File: src/rtl/output_writeback.sv
// output_writeback: buffers M systolic result rows of K lanes, then streams them to memory lane-major
//   clk        single clock, all state changes on posedge
//   rst        asynchronous active-low reset
//   Y          result row, lane k at [(k+1)*DATA_WIDTH-1 : k*DATA_WIDTH]
//   valid      Y holds a valid row this cycle
//   mem_wr_en  write strobe, accompanied by registered addr_wr/data_wr
//   addr_wr    write word address (OUTPUT_BASE + k*M + m)
//   data_wr    write data (row m, lane k)
//   busy       high while capturing or writing
//   done       one-cycle completion pulse
//   overrun    sticky: a row arrived while writing or done
module output_writeback #(
    parameter int M = 12,
    parameter int K = 5,
    parameter int DATA_WIDTH = 32,
    parameter int ADDR_WIDTH = 32,
    parameter logic [ADDR_WIDTH-1:0] OUTPUT_BASE = 32'h00003000
) (
    input  logic                    clk,
    input  logic                    rst,
    input  logic [DATA_WIDTH*K-1:0] Y,
    input  logic                    valid,
    output logic                    mem_wr_en,
    output logic [ADDR_WIDTH-1:0]   addr_wr,
    output logic [DATA_WIDTH-1:0]   data_wr,
    output logic                    busy,
    output logic                    done,
    output logic                    overrun
);
    localparam int MW = M > 1 ? $clog2(M) : 1;
    localparam int KW = K > 1 ? $clog2(K) : 1;
    typedef enum logic [1:0] {IDLE, CAPTURE, WRITE, DONE} state_t;
    state_t state_q, state_d;
    logic [MW-1:0] row_cnt_q, row_cnt_d, m_q, m_d, m_n, cap_idx;
    logic [KW-1:0] k_q, k_d, k_n;
    logic wr_en_q, wr_en_d, overrun_q, overrun_d, m_wrap, start_wr, cap_en;
    logic [ADDR_WIDTH-1:0] addr_q, addr_d;
    logic [DATA_WIDTH-1:0] data_q, data_d;
    logic [DATA_WIDTH*K-1:0] buf_q [M];

    assign cap_en  = valid && (state_q == IDLE || state_q == CAPTURE);
    assign cap_idx = state_q == IDLE ? '0 : row_cnt_q;

    always_comb begin
        state_d   = state_q;
        row_cnt_d = row_cnt_q;
        k_d       = k_q;
        m_d       = m_q;
        wr_en_d   = 1'b0;
        addr_d    = addr_q;
        data_d    = data_q;
        start_wr  = 1'b0;
        overrun_d = overrun_q | (valid && (state_q == WRITE || state_q == DONE));
        m_wrap    = m_q == MW'(M - 1);
        m_n       = m_wrap ? '0 : m_q + 1'b1;
        k_n       = m_wrap ? k_q + 1'b1 : k_q;
        case (state_q)
            IDLE: begin
                if (valid) begin
                    if (M == 1) start_wr = 1'b1;
                    else begin
                        state_d   = CAPTURE;
                        row_cnt_d = MW'(1);
                    end
                end
            end
            CAPTURE: begin
                if (valid) begin
                    start_wr  = row_cnt_q == MW'(M - 1);
                    row_cnt_d = start_wr ? '0 : row_cnt_q + 1'b1;
                end
            end
            WRITE: begin
                if (m_wrap && k_q == KW'(K - 1)) begin
                    state_d = DONE;
                    k_d     = '0;
                    m_d     = '0;
                end else begin
                    // Lane-major order makes the address a simple running increment
                    wr_en_d = 1'b1;
                    k_d     = k_n;
                    m_d     = m_n;
                    addr_d  = addr_q + 1'b1;
                    data_d  = buf_q[m_n][k_n * DATA_WIDTH +: DATA_WIDTH];
                end
            end
            default: state_d = IDLE;
        endcase
        if (start_wr) begin
            // With M==1 row 0 is captured on this very edge, so take it straight from Y
            state_d = WRITE;
            wr_en_d = 1'b1;
            k_d     = '0;
            m_d     = '0;
            addr_d  = OUTPUT_BASE;
            data_d  = M == 1 ? Y[DATA_WIDTH-1:0] : buf_q[0][DATA_WIDTH-1:0];
        end
    end

    always_ff @(posedge clk or negedge rst) begin
        if (!rst) begin
            state_q   <= IDLE;
            row_cnt_q <= '0;
            k_q       <= '0;
            m_q       <= '0;
            wr_en_q   <= 1'b0;
            addr_q    <= '0;
            data_q    <= '0;
            overrun_q <= 1'b0;
        end else begin
            state_q   <= state_d;
            row_cnt_q <= row_cnt_d;
            k_q       <= k_d;
            m_q       <= m_d;
            wr_en_q   <= wr_en_d;
            addr_q    <= addr_d;
            data_q    <= data_d;
            overrun_q <= overrun_d;
        end
    end

    always_ff @(posedge clk) begin
        if (cap_en) buf_q[cap_idx] <= Y;
    end

    assign mem_wr_en = wr_en_q;
    assign addr_wr   = addr_q;
    assign data_wr   = data_q;
    assign busy      = state_q == CAPTURE || state_q == WRITE;
    assign done      = state_q == DONE;
    assign overrun   = overrun_q;
endmodule
File: config.mk
export PLATFORM = sky130hd
export DESIGN_NAME = output_writeback
export DESIGN_NICKNAME = d
export VERILOG_FILES = /design/src/rtl/output_writeback.sv
export SDC_FILE = /design/constraint.sdc
export NUM_CORES = 2
export LEC_CHECK = 0
export ABC_AREA = 1
export BUFFER_PORTS_ARGS = -buffer_cell sky130_fd_sc_hd__buf_2
export CAP_MARGIN = 25
export CORE_ASPECT_RATIO = 1.5
export CORE_MARGIN = 8
export CORE_UTILIZATION = 60
export DETAILED_ROUTE_END_ITERATION = 8
export GPL_ROUTABILITY_DRIVEN = 0
export MAX_ROUTING_LAYER = met4
export PLACE_DENSITY_LB_ADDON = 0.08
export SLEW_MARGIN = 0
export SYNTH_ARGS = -nofsm -noshare
export SYNTH_HDL_FRONTEND = slang
export SYNTH_SLANG_ARGS = --single-unit
export TNS_END_PERCENT = 100
File: constraint.sdc
create_clock -name clk -period 10.14 [get_ports clk]
set_clock_uncertainty 0.2 [all_clocks]
set_input_delay 0.507 -clock clk [delete_from_list [all_inputs] [get_ports clk]]
set_output_delay 0.507 -clock clk [all_outputs]
set_load 0.1 [all_outputs]
[After elaboration in Yosys (flattened, before gate mapping)]
Memories as Yosys holds them, arrays and structs flattened.
Cells that the tools add are included.
Cells by class
  reductions and logical operators: 12
  shift-type cells: 1
  muxes and demuxes: 30
  eq/ne operators: 12
  $add $sub $neg: 4
  bitwise gates (word level): 1
Operators with widths (count)
  32-bit 2-to-1 mux: 6
  160-bit by 9-bit indexed part select with 32-bit output: 1
  32-bit by 1-bit adder with 32-bit output (second input constant): 1
  4-bit 2-to-1 mux: 8
  3-bit 2-to-1 mux: 4
  4-bit by 1-bit adder with 4-bit output (second input constant): 2
  4-bit == test (second input constant): 2
  2-bit != test (second input constant): 4
  4-bit case mux with 2 select lines: 1
  1-bit 2-to-1 mux: 7
  2-bit 2-to-1 mux: 3
  3-bit != test (second input constant): 2
  2-bit case mux with 3 select lines: 1
  3-bit AND reduction: 2
  2-bit == test (second input constant): 2
  2-bit nonzero test: 2
  3-bit by 1-bit adder with 3-bit output (second input constant): 1
  3-bit == test (second input constant): 1
  1-bit logical AND: 3
  1-bit logical OR: 3
  2-bit by 1-bit == test with 1-bit output (second input constant): 1
  2-bit logical NOT: 1
  2-bit AND reduction: 1
  1-bit OR: 1
Word-level totals
  RAM bits: 1920
  input bits: 163
  register bits after elaboration: 79
  memories: 1
Memory list
  buf_q: depth 12, width 160, rd ports 2, clocked after memory_dff 0, write ports 1, RTL line 39  | logic [DATA_WIDTH*K-1:0] buf_q [M];

[Logic depth before layout (Yosys ltp)]
An unclocked memory read counts as a cell.
  depth after elaboration: 7
  depth in mapped cells: 17
  depth with buffers taken out: 16

[Least setup slack after synthesis]
OpenSTA, ideal clock, no wires.
  path kind: register to register
  start point: register state_q[0]
  end point: memory buf_q[10][0] (netlist bit) (enable)
  arrival time: 7.786 ns
  cell stages (with the launch flop): 7
  path slack: 1.471 ns
  period minus slack after synthesis: 8.669 ns
  cells stage by stage: dfrtp_1 -> inv_1 -> ha_1 -> o21ai_0 -> inv_1 -> nand4_1 -> nor2_1
Between the ends
  cells in the longest elaborated chain, start to end: 5
Ends and longest elaborated chain
  from (decl): RTL line 33  | state_t state_q, state_d;
  from (signal assigned): RTL line 111  | state_q <= state_d;
  2-bit by 1-bit == test with 1-bit output or 2-bit logical NOT (tied branches): RTL line 41, 42
  1-bit logical OR: RTL line 41  | assign cap_en = valid && (state_q == IDLE || state_q == CAPTURE);
  1-bit logical AND: RTL line 41
  1-bit 2-to-1 mux: RTL line 123  | if (cap_en) buf_q[cap_idx] <= Y;
  1-bit 2-to-1 mux (implied by the code): RTL line 123
  to (decl): RTL line 39
Parallel ways exist; a longest one is shown, timed or not.

[Worst setup path after layout]
  start point: register m_q[0]
  end point: register data_q[16], in the netlist data_wr[16]
Between the ends
  cells in the longest elaborated chain, start to end: 7
Ends and longest elaborated chain
  from (decl): RTL line 34  | logic [MW-1:0] row_cnt_q, row_cnt_d, m_q, m_d, m_n, cap_idx;
  from (signal assigned): RTL line 114  | m_q <= m_d;
  4-bit by 1-bit adder with 4-bit output or 4-bit == test (tied branches): RTL line 55, 54
  4-bit 2-to-1 mux: RTL line 55  | m_n = m_wrap ? '0 : m_q + 1'b1;
  memory read 12 x 160 bit
  160-bit by 9-bit indexed part select with 32-bit output: RTL line 84  | data_d = buf_q[m_n][k_n * DATA_WIDTH +: DATA_WIDTH];
  32-bit 2-to-1 mux: RTL line 74  | if (m_wrap && k_q == KW'(K - 1)) begin
  32-bit 2-to-1 mux: RTL line 57  | case (state_q)
  32-bit 2-to-1 mux: RTL line 89  | if (start_wr) begin
  to (signal assigned): RTL line 117  | data_q <= data_d;
  to (decl): RTL line 38  | logic [DATA_WIDTH-1:0] data_q, data_d;
Parallel ways exist; a longest one is shown, timed or not. The select of a mux whose other input is x is not followed.
A chain may end at the register's enable or synchronous reset.

==> metrics.md <==
| Metric | Value |
|---|---|
| DRT antenna net count | `0` |
| Status | `completed` |
| Combinational share of power | `0.408` |
| Row count | `169` |
| Internal power | `0.0163 W` |
| Post-synthesis sequential area ratio | `0.699` |
| IO Pins | `approximately 230` |
| CTS tree | `built` |
| GRT Resource Usage Total | `0.318` |
| Most frequent cells in the layout | `edfxtp_1, nand2_1, nand3_1` |
| Critical Path Max Stage Delay | `slightly above 0.9 ns` |
| First-pass GRT wire length | `359,000 um` |
| Yosys warning count | `0` |
| Pin count of the biggest net entering global routing | `178` |
| CP Capture Type | `register` |
| CTS resizes | `0` |
| Setup TNS Final | `0 ns` |
| Fillers | `approximately 11k` |
| Max Slew Vio Count | `0` |
| Cell variety after synth | `41` |
| Switching power | `between 0.01 and 0.015 W` |
| DP Wirelength | `between 100,000 and 150,000 um` |
| Core Region | `141,000 um^2` |
| Setup CP Type | `register to register` |
| Synthesis-stage register bit count | `roughly 2k` |
| Via density | `5.99` |
| Worst vdd ir | `0.536 mV` |
| Final net count | `between 8k and 9k` |
| Slowest cell on crit path | `buf_4` |
| Clock power share | `0.235` |
| Vias in the first global route | `57.0k` |
| Avg Cell Area, Syn | `11.2 um^2` |
| DRC | `0` |
| Initial drt markers | `~6.5k` |
| DRT Pass-1 Iters | `6` |
| Net Count, Synth | `7,822` |
| Critical Path, Cell by Cell | `inv_8 > buf_4 > buf_4 > buf_4 > nand3_1 > nand3_1 > nand3_1 > nand3_1 > nand2_1 > nand2_1 > nand2_1 > nand3_1 > nand2_1 > nand2_1 > nand2_1` |
| Top FF cell, synth | `edfxtp_1` |
| Crit path DAT | `between 6 and 7 ns` |
| Power Density | `just under 300 nW/um^2` |
| Gr ovfl total | `0` |
| WL/cell | `24.5 um` |
| Final core occ | `0.673` |
| Crit path required time | `around 11 ns` |
| Final period util | `0.545` |
| Post-synth EDFFs | `1,920` |
| Share of synthesized registers carrying an async set or reset | `0.0395` |
| Worst setup margin | `4.61 ns` |
| Post-Synthesis Cells | `approximately 7.7k` |
| Clock Path Buffers | `3` |
| Worst-skew pair later-pin latency | `0.82 ns` |
| Die X | `~320 um` |
| H-tree depth | `4` |
| Unrepaired setup endpoints after global routing | `false` |
| Startpoint types | `register` |
| Register share of total power | `0.357` |
| Reg clk slew, reported paths | `0.07 ns` |
| Post-route minimum period | `5.53 ns` |
| Slew margin rel. | `0.218` |
| Dpl cell area | `87,800 um^2` |
| Die height | `approximately 480 um` |
| PortBufs | `230` |
| Mapped cell area | `85,300 um^2` |
| DIE AREA | `between 150,000 and 200,000 um^2` |
| Clock root cell | `clkbuf_16` |
| Final hold violation count | `0` |
| Via count | `just under 60k` |
| Routed wire length | `242,000 um` |
| Setup slack, reg-to-reg | `4.61 ns` |
| Fmax achieved | `181 MHz` |
| CTS buffer count | `180` |
| Overall power | `0.0280 W` |
| Antenna violations before repair | `29` |
| Final instance area | `~95,000 um^2` |
| Initial Util | `0.604` |
| Max-cap viol count | `0` |
| Sink Count | `1,999` |
| Worst-margin pin slew | `roughly 1.2 ns` |
| Leakage power total | `37.2 nW` |
| Hold crit path type | `input pin to asynchronous set/reset pin` |
| Setup Viol. Count Final | `0` |
| Cell repeated most along the worst path | `nand2_1` |
| Share of layout cells above drive strength 1 | `0.0754` |
| Switching share of total power | `0.417` |
| Pre-CTS setup slack | `4.70 ns` |
| CP max FO | `between 100 and 150` |
| Area grow syn2layout | `11.5%` |
| Most common cell after layout, fill and taps aside | `edfxtp_1` |
==> worst paths after layout <==
check / to / cells after the start / startpoint
max: data_wr[16] / 15 / m_q[0]
min: overrun / 2 / rst
max reg2reg: data_wr[16] / 15 / m_q[0]
min reg2reg: overrun / 2 / overrun
max in group asynchronous: data_wr[21] / 3 / rst
min in group clk: overrun / 2 / overrun
==> cells in the mapped netlist (9+ instances only) <==
cell	n	area (um^2)
o211ai_1	13	97.6
a31oi_1	32	200
nor3_1	10	50.1
o21ai_1	12	60.1
inv_2	9	33.8
buf_4	10	75.1
nor2_1	96	360
nand3b_1	358	2690
buf_2	192	961
buf_1	93	349
dfrtp_1	79	1980
ha_1	9	113
nand4_1	10	62.6
inv_1	839	3150
edfxtp_1	1920	57700
nand2_1	1784	6700
a21oi_1	70	350
clkbuf_1	194	728
nand3_1	1779	8900
o21ai_0	100	500
==> metal layers <==
layer,global-route usage,part of all wire,vias to the layer above
met5,-,0,-
met4,0.124,0.039,0
met3,0.0468,0.084,611
met2,0.515,0.49,2907
met1,0.407,0.38,29000
li1,-,-,26700
==> cells by family (layout without fill, tap and decap cells) <==
kind of cell,Yosys count,count (layout),synth area share
and+or+nand+nor,4047,4047,0.221
DFF,1999,1999,0.699
buffers and inverters,1347,1676,0.0627
AOI/OAI and AO/OA,243,243,0.0156
adders and majority gates,9,9,0.00132
xor gates and xnor gates,5,5,0.000601
other,0,25,0
==> power by group through the flow <==
stage	sequential (W)	combinational, W	clock, W
after floorplan	0.0108	0.00707	0
after global placement	0.0101	0.0111	0
after detailed placement	0.0102	0.0112	0
after CTS	0.00999	0.0113	0.00662
after global routing	0.0100	0.0123	0.00693
final	0.00999	0.0114	0.00658
==> final cells by class <==
cell class	count	area, um^2	share of cell area
clock buffers	245	4950	0.0520
well taps	1881	2350	0.0247
flip-flops and latches	1999	59600	0.627
inverters	856	3250	0.0341
clock inverters	85	647	0.00680
repair buffers	490	3710	0.0390
diodes	25	62.6	0.000658
multi-input cells	4304	20500	0.216
==> stage by stage <==
step	instances	hold WS, ns
2_1_floorplan	7650	0.0114
3_3_place_gp	9366	0.247
3_5_place_dp	9367	0.248
4_1_cts	9859	0.0408
5_1_grt	9882	0.113
6_report	9885	0.0821
==> sequential cells by signal (all words and copies together) (netlist names) <==
| signal | cells |
|---|---|
| k_q | 3 |
| data_wr | 32 |
| addr_wr | 32 |
| buf_q | 1920 |
| row_cnt_q | 4 |
| mem_wr_en | 1 |
| overrun | 1 |
| state_q | 2 |
| m_q | 4 |
==> worst max-delay path, delay by kind of cell, from the launching register on <==
kind	cells	cell delay, ns
buffers and inverters	4	3.15
and+or+nand+nor	11	1.33
DFF	1	0.49
==> repair_timing <==
action | CTS | global route
hold buffers | 162 | 0
hold endpoints to repair | 1973 | 0
endpoints found under the setup margin | 0 | 0
buffers inserted | 0 | 0
No activity file was read; power rests on OpenSTA's default activity.
